**config.mk**
```make
export PLATFORM = sky130hd
export DESIGN_NAME = vga_timing_gen_flat
export DESIGN_NICKNAME = d
export VERILOG_FILES = /design/src/rtl/vga_timing_if.sv /design/src/rtl/vga_timing_gen.sv /design/src/flat_wrapper.sv
export SDC_FILE = /design/constraint.sdc
export NUM_CORES = 1
export LEC_CHECK = 0
export ABC_AREA = 1
export ABC_CLOCK_PERIOD_IN_PS = 1300
export CORE_MARGIN = 3
export CORE_UTILIZATION = 40
export DETAILED_ROUTE_END_ITERATION = 7
export DONT_BUFFER_PORTS = 1
export MAX_ROUTING_LAYER = met4
export SLEW_MARGIN = 0
export SYNTH_ARGS = -nofsm -noshare
export SYNTH_HDL_FRONTEND = slang
export SYNTH_SLANG_ARGS = --single-unit
```
**constraint.sdc**
```tcl
create_clock -name vga_clk -period 1.3 [get_ports vga_clk]
set_input_delay 0.065 -clock vga_clk [delete_from_list [all_inputs] [get_ports vga_clk]]
set_output_delay 0.065 -clock vga_clk [all_outputs]
set_load 0.01 [all_outputs]
```
**src/rtl/vga_timing_if.sv**
```systemverilog
// Raster timing bundle from vga_timing_gen to the renderers and VGA pins.
// sprite_addr exists only when VGA_SPRITE_ADDR_EN is defined.
interface vga_timing_if;
  logic [9:0]  DrawX;
  logic [9:0]  DrawY;
  logic        blank;
  logic        hs;
  logic        vs;
  logic        frame_start;
  logic        line_start;
`ifdef VGA_SPRITE_ADDR_EN
  logic [16:0] sprite_addr;

  modport master (output DrawX, DrawY, blank, hs, vs, frame_start, line_start, sprite_addr);
  modport slave  (input  DrawX, DrawY, blank, hs, vs, frame_start, line_start, sprite_addr);
`else
  modport master (output DrawX, DrawY, blank, hs, vs, frame_start, line_start);
  modport slave  (input  DrawX, DrawY, blank, hs, vs, frame_start, line_start);
`endif
endinterface

```
**src/rtl/vga_timing_gen.sv**
```systemverilog
// 640x480@60Hz raster timing master: counters, blank/start strobes, delayed hs/vs.
// Optional half-resolution sprite ROM address enabled by VGA_SPRITE_ADDR_EN.
module vga_timing_gen #(
  parameter int H_VISIBLE = 640,
  parameter int H_FRONT   = 16,
  parameter int H_SYNC    = 96,
  parameter int H_BACK    = 48,
  parameter int V_VISIBLE = 480,
  parameter int V_FRONT   = 10,
  parameter int V_SYNC    = 2,
  parameter int V_BACK    = 33,
  parameter int SYNC_DLY  = 1
`ifdef VGA_SPRITE_ADDR_EN
  ,
  parameter int SPR_W     = 320
`endif
) (
  input logic             vga_clk,
  input logic             reset_n,
  vga_timing_if.master    vga
);

  localparam logic [9:0] H_LAST   = 10'(H_VISIBLE + H_FRONT + H_SYNC + H_BACK - 1);
  localparam logic [9:0] V_LAST   = 10'(V_VISIBLE + V_FRONT + V_SYNC + V_BACK - 1);
  localparam logic [9:0] H_VIS    = 10'(H_VISIBLE);
  localparam logic [9:0] V_VIS    = 10'(V_VISIBLE);
  localparam logic [9:0] HS_START = 10'(H_VISIBLE + H_FRONT);
  localparam logic [9:0] HS_END   = 10'(H_VISIBLE + H_FRONT + H_SYNC);
  localparam logic [9:0] VS_START = 10'(V_VISIBLE + V_FRONT);
  localparam logic [9:0] VS_END   = 10'(V_VISIBLE + V_FRONT + V_SYNC);

  logic [9:0] hc;
  logic [9:0] vc;
  logic       hs_raw;
  logic       vs_raw;

  // Stage p0: raster counters
  always_ff @(posedge vga_clk) begin
    if (!reset_n) begin
      hc <= '0;
      vc <= '0;
    end else if (hc == H_LAST) begin
      hc <= '0;
      vc <= (vc == V_LAST) ? 10'd0 : vc + 10'd1;
    end else begin
      hc <= hc + 10'd1;
    end
  end

  assign vga.DrawX       = hc;
  assign vga.DrawY       = vc;
  assign vga.blank       = reset_n && (hc < H_VIS) && (vc < V_VIS);
  assign vga.frame_start = reset_n && (hc == 10'd0) && (vc == 10'd0);
  assign vga.line_start  = reset_n && (hc == 10'd0) && (vc < V_VIS);

  assign hs_raw = !((hc >= HS_START) && (hc < HS_END));
  assign vs_raw = !((vc >= VS_START) && (vc < VS_END));

  // Stage p1..pN: sync delay line, reloaded with idle-high so no partial pulse survives reset
  generate
    if (SYNC_DLY == 0) begin : g_sync_comb
      assign vga.hs = hs_raw;
      assign vga.vs = vs_raw;
    end else begin : g_sync_dly
      logic [SYNC_DLY-1:0] hs_dly_p;
      logic [SYNC_DLY-1:0] vs_dly_p;

      always_ff @(posedge vga_clk) begin
        if (!reset_n) begin
          hs_dly_p <= '1;
          vs_dly_p <= '1;
        end else begin
          hs_dly_p[0] <= hs_raw;
          vs_dly_p[0] <= vs_raw;
          for (int i = 1; i < SYNC_DLY; i++) begin
            hs_dly_p[i] <= hs_dly_p[i-1];
            vs_dly_p[i] <= vs_dly_p[i-1];
          end
        end
      end

      assign vga.hs = hs_dly_p[SYNC_DLY-1];
      assign vga.vs = vs_dly_p[SYNC_DLY-1];
    end
  endgenerate

`ifdef VGA_SPRITE_ADDR_EN
  localparam logic [9:0]  H_VIS_LAST = 10'(H_VISIBLE - 1);
  localparam logic [16:0] SPR_STEP   = 17'(SPR_W);

  logic [16:0] row_base;
  logic [8:0]  col;

  // Address built incrementally: col = DrawX>>1, row_base = (DrawY>>1)*SPR_W
  always_ff @(posedge vga_clk) begin
    if (!reset_n) begin
      row_base <= '0;
      col      <= '0;
    end else begin
      if (hc >= H_VIS_LAST)
        col <= '0;
      else if (hc[0])
        col <= col + 9'd1;

      if (hc == H_LAST) begin
        if (vc == V_LAST)
          row_base <= '0;
        else if (vc[0])
          row_base <= row_base + SPR_STEP;
      end
    end
  end

  assign vga.sprite_addr = reset_n ? (row_base + {8'd0, col}) : 17'd0;
`endif

endmodule

```
**src/flat_wrapper.sv**
```systemverilog
// flat-port wrapper written by rule: the top's interface ports become plain ports
module vga_timing_gen_flat 
#(
  parameter int H_VISIBLE = 640,
  parameter int H_FRONT   = 16,
  parameter int H_SYNC    = 96,
  parameter int H_BACK    = 48,
  parameter int V_VISIBLE = 480,
  parameter int V_FRONT   = 10,
  parameter int V_SYNC    = 2,
  parameter int V_BACK    = 33,
  parameter int SYNC_DLY  = 1

)
  (vga_clk, reset_n, vga_DrawX, vga_DrawY, vga_blank, vga_hs, vga_vs, vga_frame_start, vga_line_start);
  vga_timing_if vga_i ();
  input logic vga_clk;
  input logic reset_n;
  output wire logic [$bits(vga_i.DrawX)-1:0] vga_DrawX;
  output wire logic [$bits(vga_i.DrawY)-1:0] vga_DrawY;
  output wire logic [$bits(vga_i.blank)-1:0] vga_blank;
  output wire logic [$bits(vga_i.hs)-1:0] vga_hs;
  output wire logic [$bits(vga_i.vs)-1:0] vga_vs;
  output wire logic [$bits(vga_i.frame_start)-1:0] vga_frame_start;
  output wire logic [$bits(vga_i.line_start)-1:0] vga_line_start;
  assign vga_DrawX = vga_i.DrawX;
  assign vga_DrawY = vga_i.DrawY;
  assign vga_blank = vga_i.blank;
  assign vga_hs = vga_i.hs;
  assign vga_vs = vga_i.vs;
  assign vga_frame_start = vga_i.frame_start;
  assign vga_line_start = vga_i.line_start;
  vga_timing_gen #(.H_VISIBLE(H_VISIBLE), .H_FRONT(H_FRONT), .H_SYNC(H_SYNC), .H_BACK(H_BACK), .V_VISIBLE(V_VISIBLE), .V_FRONT(V_FRONT), .V_SYNC(V_SYNC), .V_BACK(V_BACK), .SYNC_DLY(SYNC_DLY)) u_core (.vga_clk(vga_clk), .reset_n(reset_n), .vga(vga_i));
endmodule
```
==> results of run 1 <==
==> path summary, 6_finish.rpt <==
path,slack [ns],end,cells after the start
max reg2reg,-0.24,u_core.vga.DrawY[1],10
min reg2reg,0.54,u_core.vga.vs,3
max,-0.24,u_core.vga.DrawY[1],10
min,-0.002,u_core.vga.hs,3
==> power by group through the flow <==
stage          clock [mW]  combinational [mW]  sequential, mW
4_1_cts             0.396               0.129           0.689
2_1_floorplan           0              0.0407           0.715
5_1_grt             0.424               0.162           0.692
6_report            0.385               0.148           0.690
3_3_place_gp            0              0.0808           0.705
3_5_place_dp            0              0.0837           0.706
==> what timing repair did <==
| action | CTS | global route |
|---|---|---|
| gates resized for setup | 27 | 28 |
| pin swaps | 9 | 10 |
| hold buffers | 3 | 1 |
| gates cloned | 0 | 1 |
| setup endpoints to repair | 9 | 22 |
| buffers inserted | 9 | 8 |
| hold endpoints to repair | 18 | 16 |
==> layout make-up <==
| cell class | instances | area share [%] |
|---|---|---|
| multi-input combinational | 131 | 43.5 |
| sequential | 22 | 24.4 |
| timing repair buffer | 48 | 22.2 |
| inverter | 28 | 5.94 |
| tap | 31 | 2.05 |
| clock buffer | 4 | 1.91 |
==> registers in the layout, summed over array words and instances (netlist names) <==
signal,cells
u_core.vga.DrawX,10
u_core.vga.DrawY,10
u_core.vga.hs,1
u_core.vga.vs,1
==> cells in the final DEF (no fill, tap or decap), types with 3 or more instances in the layout <==
master         Yosys  routed
a21oi_1            6       4
a21oi_2            1       3
buf_4              0      36
buf_6              1       5
clkbuf_4           0       3
dfxtp_1           22       9
dfxtp_2            0      11
dlygate4sd3_1      0       4
inv_1             28      21
inv_2              0       4
inv_4              0       3
nand2_1           41      38
nand2_2            1       3
nand3_1           20      17
nand3_2            1       3
nand4_1            7       7
nor2_1            27      23
nor2_2             4       6
nor2_4             1       3
nor3_2             0       4
==> kinds of logic after synthesis <==
family | count (synthesis) | share of synthesized area (%)
simple gates | 111 | 41.5
buf+inv | 29 | 9.38
flops | 22 | 35.5
compound gates | 11 | 6.16
xor+xnor | 4 | 3.43
fa+ha+maj | 4 | 4.04
==> worst max-delay path, delay by kind of cell, from the launching register on <==
kind | cells | cell delay (ns)
AOI/OAI and AO/OA | 1 | 0.10
adders and majority gates | 1 | 0.17
buffers and inverters | 5 | 0.62
DFF | 1 | 0.37
and+or+nand+nor | 3 | 0.19
==> routing by layer <==
metal / track usage [%] / wire length [um] / vias up / share of wire (%)
li1: - / - / 683 / -
met2: 35.0 / 1990 / 40 / 55
met3: 4.19 / 155 / 2 / 4.3
met4: 7.58 / 29 / 0 / 0.80
met1: 20.4 / 1470 / 676 / 40
met5: - / 0 / - / 0
==> impl_metrics.env, run 1 <==
export IMPL_synth_area_leaders="dfxtp_1 (36%), nand2_1 (12%), inv_1 (8.5%)"
export IMPL_core_rowCount=19
export IMPL_final_min_clock_period_ns=1.54
export IMPL_io_buffers=0
export IMPL_die_w_um=61.7
export IMPL_cp_max_fo=7
export IMPL_cts_root_buf="clkbuf_4"
export IMPL_arrival_ns=1.76
export IMPL_p_sw_share_pct=24.4
export IMPL_holdWs_ns=-0.00250
export IMPL_grt_setup_unrepaired="yes"
export IMPL_p_int_mw=0.924
export IMPL_irDropWorstVdd_mv=0.514
export IMPL_grt_pass1_wl_mm=5.39
export IMPL_antenna_cells=0
export IMPL_insertion_delay_ns=0.31
export IMPL_first_pass_iters=4
export IMPL_violations="negative hold slack, negative setup slack"
export IMPL_power_mw=1.22
export IMPL_cts_sinks=22
export IMPL_fin_ws_ns=-0.241
export IMPL_synth_edf_count=0
export IMPL_syn_inst=181
export IMPL_fin_nets=240
export IMPL_worstSetupStartpoint="u_core.vga.DrawX[0]"
export IMPL_critical_path_required_ns=1.52
export IMPL_mappedNetlistArea_sq_um=1240
export IMPL_final_cells=264
export IMPL_finalMaxSlewViolations=0
export IMPL_combPwrFrac_pct=12.1
export IMPL_worst_setup_path_start_kind="flop"
export IMPL_maxCapViolations=0
export IMPL_skew_ns=0.0178
export IMPL_place_ws_ns=-0.0496
export IMPL_antenna_left=0
export IMPL_finish_utilization_pct=66.4
export IMPL_die_h_um=61.7
export IMPL_start_util_pct=43.5
export IMPL_relSlewSlack_pct=65.6
export IMPL_io_pin_count=27
export IMPL_grt_max_degree=15
export IMPL_wire_per_inst_um=13.8
export IMPL_synthMostInstantiatedCell="nand2_1"
export IMPL_first_global_vias=1299
export IMPL_ys_seq_area_share_pct=35.5
export IMPL_sequentialPowerShare_pct=56.4
export IMPL_synth_cell_types=26
export IMPL_antenna_found_initial=0
export IMPL_synth_top_cells_by_count="nand2_1 (41), inv_1 (28), nor2_1 (27)"
export IMPL_hold_path_class="input pin to flop"
export IMPL_die_area_sq_um=3800
export IMPL_via_per_inst=5.31
export IMPL_place_area_sq_um=1510
export IMPL_synth_top_cell_area_share_pct=35.5
export IMPL_clk_pin_slew_ns=0.14
export IMPL_fill_cells=245
export IMPL_tns_ns=-2.48
export IMPL_yosysWarnings=0
export IMPL_yosysTopAreaCell="dfxtp_1"
export IMPL_dr_first_iter_drc_count=118
export IMPL_synthFlopType="dfxtp_1"
export IMPL_syn_nets=187
export IMPL_endpoint_kind="flop"
export IMPL_tightest_slew_ns=0.514
export IMPL_cts_tree="yes"
export IMPL_async_flop_share_pct=0
export IMPL_slowest_stage="dfxtp_4"
export IMPL_ff_latch_area_sq_um=462
export IMPL_min_from="reset_n"
export IMPL_drc=0
export IMPL_r2r_start="u_core.vga.DrawX[0]"
export IMPL_switchingPower_mw=0.299
export IMPL_max_freq_mhz=649
export IMPL_clkPwrFrac_pct=31.5
export IMPL_placed_cells_incl_taps=238
export IMPL_crit_type="flop to flop"
export IMPL_dp_hpwl_mm=2.44
export IMPL_multiInputGateArea_sq_um=825
export IMPL_totalWireLength_mm=3.64
export IMPL_power_per_cell_area_nw_per_um2=645
export IMPL_grt_overflow=0
export IMPL_postLayoutCellArea_sq_um=1900
export IMPL_drive_above_1_share_pct=43.3
export IMPL_gp_congestion=0.883
export IMPL_cts_htree_levels=1
export IMPL_status="finished with violations"
export IMPL_critical_path_max_stage_delay_ns=0.37
export IMPL_grt_use_total_pct=19.4
export IMPL_core_sq_um=2850
export IMPL_numCtsBuffers=3
export IMPL_cp_cell_sequence="buf_4 > buf_6 > ha_4 > nand4_4 > nor2_4 > buf_12 > buf_12 > buf_4 > o21ai_2 > nor2_1"
export IMPL_syn_area_per_cell_sq_um=6.85
export IMPL_hold_violations=1
export IMPL_fin_crit_sh_pct=119
export IMPL_syn2layout_area_growth_pct=52.9
export IMPL_setup_violations=21
export IMPL_num_vias=1401
export IMPL_synth_seq_cells=22
export IMPL_leakagePower_nw=0.843
export IMPL_cts_buffer_depth=2
No activity file was read; power rests on OpenSTA's default activity.
==> inputs of run 2 (changes only) <==
CORE_ASPECT_RATIO = 1.75   (was default)
==> run 2 against run 1 <==
Against the previous run:
- wire length increased by 2.1%
- critical endpoint is now vga_frame_start
- highest routed layer unchanged
- the flow finishes with violations (negative setup slack)
- non-clock buffer count decreased by 13
- clock power increased by 30%
- critical path depth decreased by 4
- largest power group unchanged
- core utilization decreased by 6.7 points
- combinational power decreased by 14%
==> impl_metrics.env, run 2 (synthesis gave the netlist of run 1 again) <==
export IMPL_status="finished with violations"
export IMPL_violations="negative setup slack"
export IMPL_arrival_ns=1.40
export IMPL_fill_cells=289
export IMPL_insertion_delay_ns=0.26
export IMPL_core_sq_um=2960
export IMPL_fin_ws_ns=-0.162
export IMPL_drive_above_1_share_pct=37.7
export IMPL_tns_ns=-0.995
export IMPL_worst_setup_path_start_kind="flop"
export IMPL_power_mw=1.32
export IMPL_ff_latch_area_sq_um=455
export IMPL_grt_pass1_wl_mm=5.46
export IMPL_final_min_clock_period_ns=1.46
export IMPL_grt_max_degree=15
export IMPL_syn2layout_area_growth_pct=42.7
export IMPL_antenna_left=0
export IMPL_gp_congestion=0.981
export IMPL_worstSetupStartpoint="u_core.vga.DrawX[0]"
export IMPL_grt_setup_unrepaired="yes"
export IMPL_leakagePower_nw=0.777
export IMPL_critical_path_max_stage_delay_ns=0.35
export IMPL_num_vias=1337
export IMPL_power_per_cell_area_nw_per_um2=747
export IMPL_start_util_pct=41.9
export IMPL_hold_violations=0
export IMPL_first_global_vias=1305
export IMPL_finalMaxSlewViolations=0
export IMPL_die_area_sq_um=3830
export IMPL_dr_first_iter_drc_count=19
export IMPL_hold_path_class="input pin to flop"
export IMPL_maxCapViolations=0
export IMPL_antenna_cells=0
export IMPL_cts_sinks=22
export IMPL_relSlewSlack_pct=68.0
export IMPL_skew_ns=0.00218
export IMPL_wire_per_inst_um=14.2
export IMPL_totalWireLength_mm=3.72
export IMPL_cts_root_buf="clkbuf_8"
export IMPL_place_area_sq_um=1540
export IMPL_fin_nets=227
export IMPL_setup_violations=13
export IMPL_postLayoutCellArea_sq_um=1770
export IMPL_min_from="reset_n"
export IMPL_drc=0
export IMPL_antenna_found_initial=0
export IMPL_clk_pin_slew_ns=0.08
export IMPL_layout_commonest_cell="nand2_1"
export IMPL_numCtsBuffers=3
export IMPL_crit_type="flop to output port"
export IMPL_dp_hpwl_mm=2.71
export IMPL_max_freq_mhz=684
export IMPL_critical_path_required_ns=1.24
export IMPL_grt_overflow=0
export IMPL_final_cells=262
export IMPL_grt_use_total_pct=20.4
export IMPL_die_w_um=48.1
export IMPL_endpoint_kind="output port"
export IMPL_via_per_inst=5.10
export IMPL_placed_cells_incl_taps=251
export IMPL_cts_buffer_depth=2
export IMPL_core_rowCount=26
export IMPL_cts_htree_levels=1
export IMPL_cp_cell_sequence="buf_6 > inv_4 > ha_4 > nand4_1 > nor3_2 > buf_4"
export IMPL_io_buffers=0
export IMPL_cts_tree="yes"
export IMPL_finish_utilization_pct=59.8
export IMPL_fin_crit_sh_pct=112
export IMPL_final_cell_mix="nand2_1 (40), buf_4 (30), inv_1 (23), nor2_1 (22), nand3_1 (19)"
export IMPL_first_pass_iters=4
export IMPL_io_pin_count=27
export IMPL_irDropWorstVdd_mv=0.491
export IMPL_r2r_start="u_core.vga.DrawX[0]"
export IMPL_cp_max_fo=7
export IMPL_slowest_stage="dfxtp_4"
export IMPL_multiInputGateArea_sq_um=807
export IMPL_die_h_um=79.7
export IMPL_tightest_slew_ns=0.479
[run 2: cell type report]
cell class / count / area share [%]
Timing Repair Buffer: 35 / 16.3
Multi-Input combinational cell: 131 / 45.6
Inverter: 28 / 6.22
Clock buffer: 4 / 3.11
Sequential cell: 22 / 25.7
Tap cell: 42 / 2.97
[run 2: path summary, 6_finish.rpt]
kind / cells after the start / end / slack, ns
hold reg to reg: 2 / u_core.vga.DrawX[0] / 0.56
setup / recovery: 6 / vga_frame_start / -0.16
setup reg to reg: 7 / u_core.vga.DrawY[9] / -0.11
hold / removal: 3 / u_core.vga.hs / 0.03
[run 2: power breakdown]
group	switching [mW]	internal, mW	leakage, nW
clock	0.232	0.270	0.0288
sequential	0.0100	0.682	0.183
combinational	0.0710	0.0572	0.565
[run 2: metrics by stage]
| step | hold slack [ns] | worst slack, ns |
|---|---|---|
| after floorplan | 0.179 | 0.0148 |
| after global placement | 0.189 | 0.0198 |
| after detailed placement | 0.195 | -0.00828 |
| after CTS | 0.0387 | -0.161 |
| after global routing | 0.0431 | -0.219 |
| final | 0.0350 | -0.162 |
[run 2: critical path, delay by kind of cell, from the launching register on]
kind                     cells  cell delay, ns
AND/OR/NAND/NOR              2            0.33
adder cells (fa/ha/maj)      1            0.12
buffers and inverters        3            0.32
flip-flops                   1            0.35
[run 2: timing repair]
| action | CTS | global route |
|---|---|---|
| cloned | 0 | 1 |
| hold buffers | 1 | 0 |
| resized for setup | 14 | 24 |
| endpoints found under the setup margin | 6 | 22 |
| pin swaps | 5 | 4 |
| setup buffers | 3 | 2 |
| hold endpoints to repair | 13 | 0 |
[run 2: routing by layer]
metal	up-vias	global-route usage [%]	share of wire [%]
met5	-	-	0
met4	0	8.36	4.8
met1	617	18.2	32
met2	42	37.9	58
met3	19	4.29	5.0
li1	659	-	-
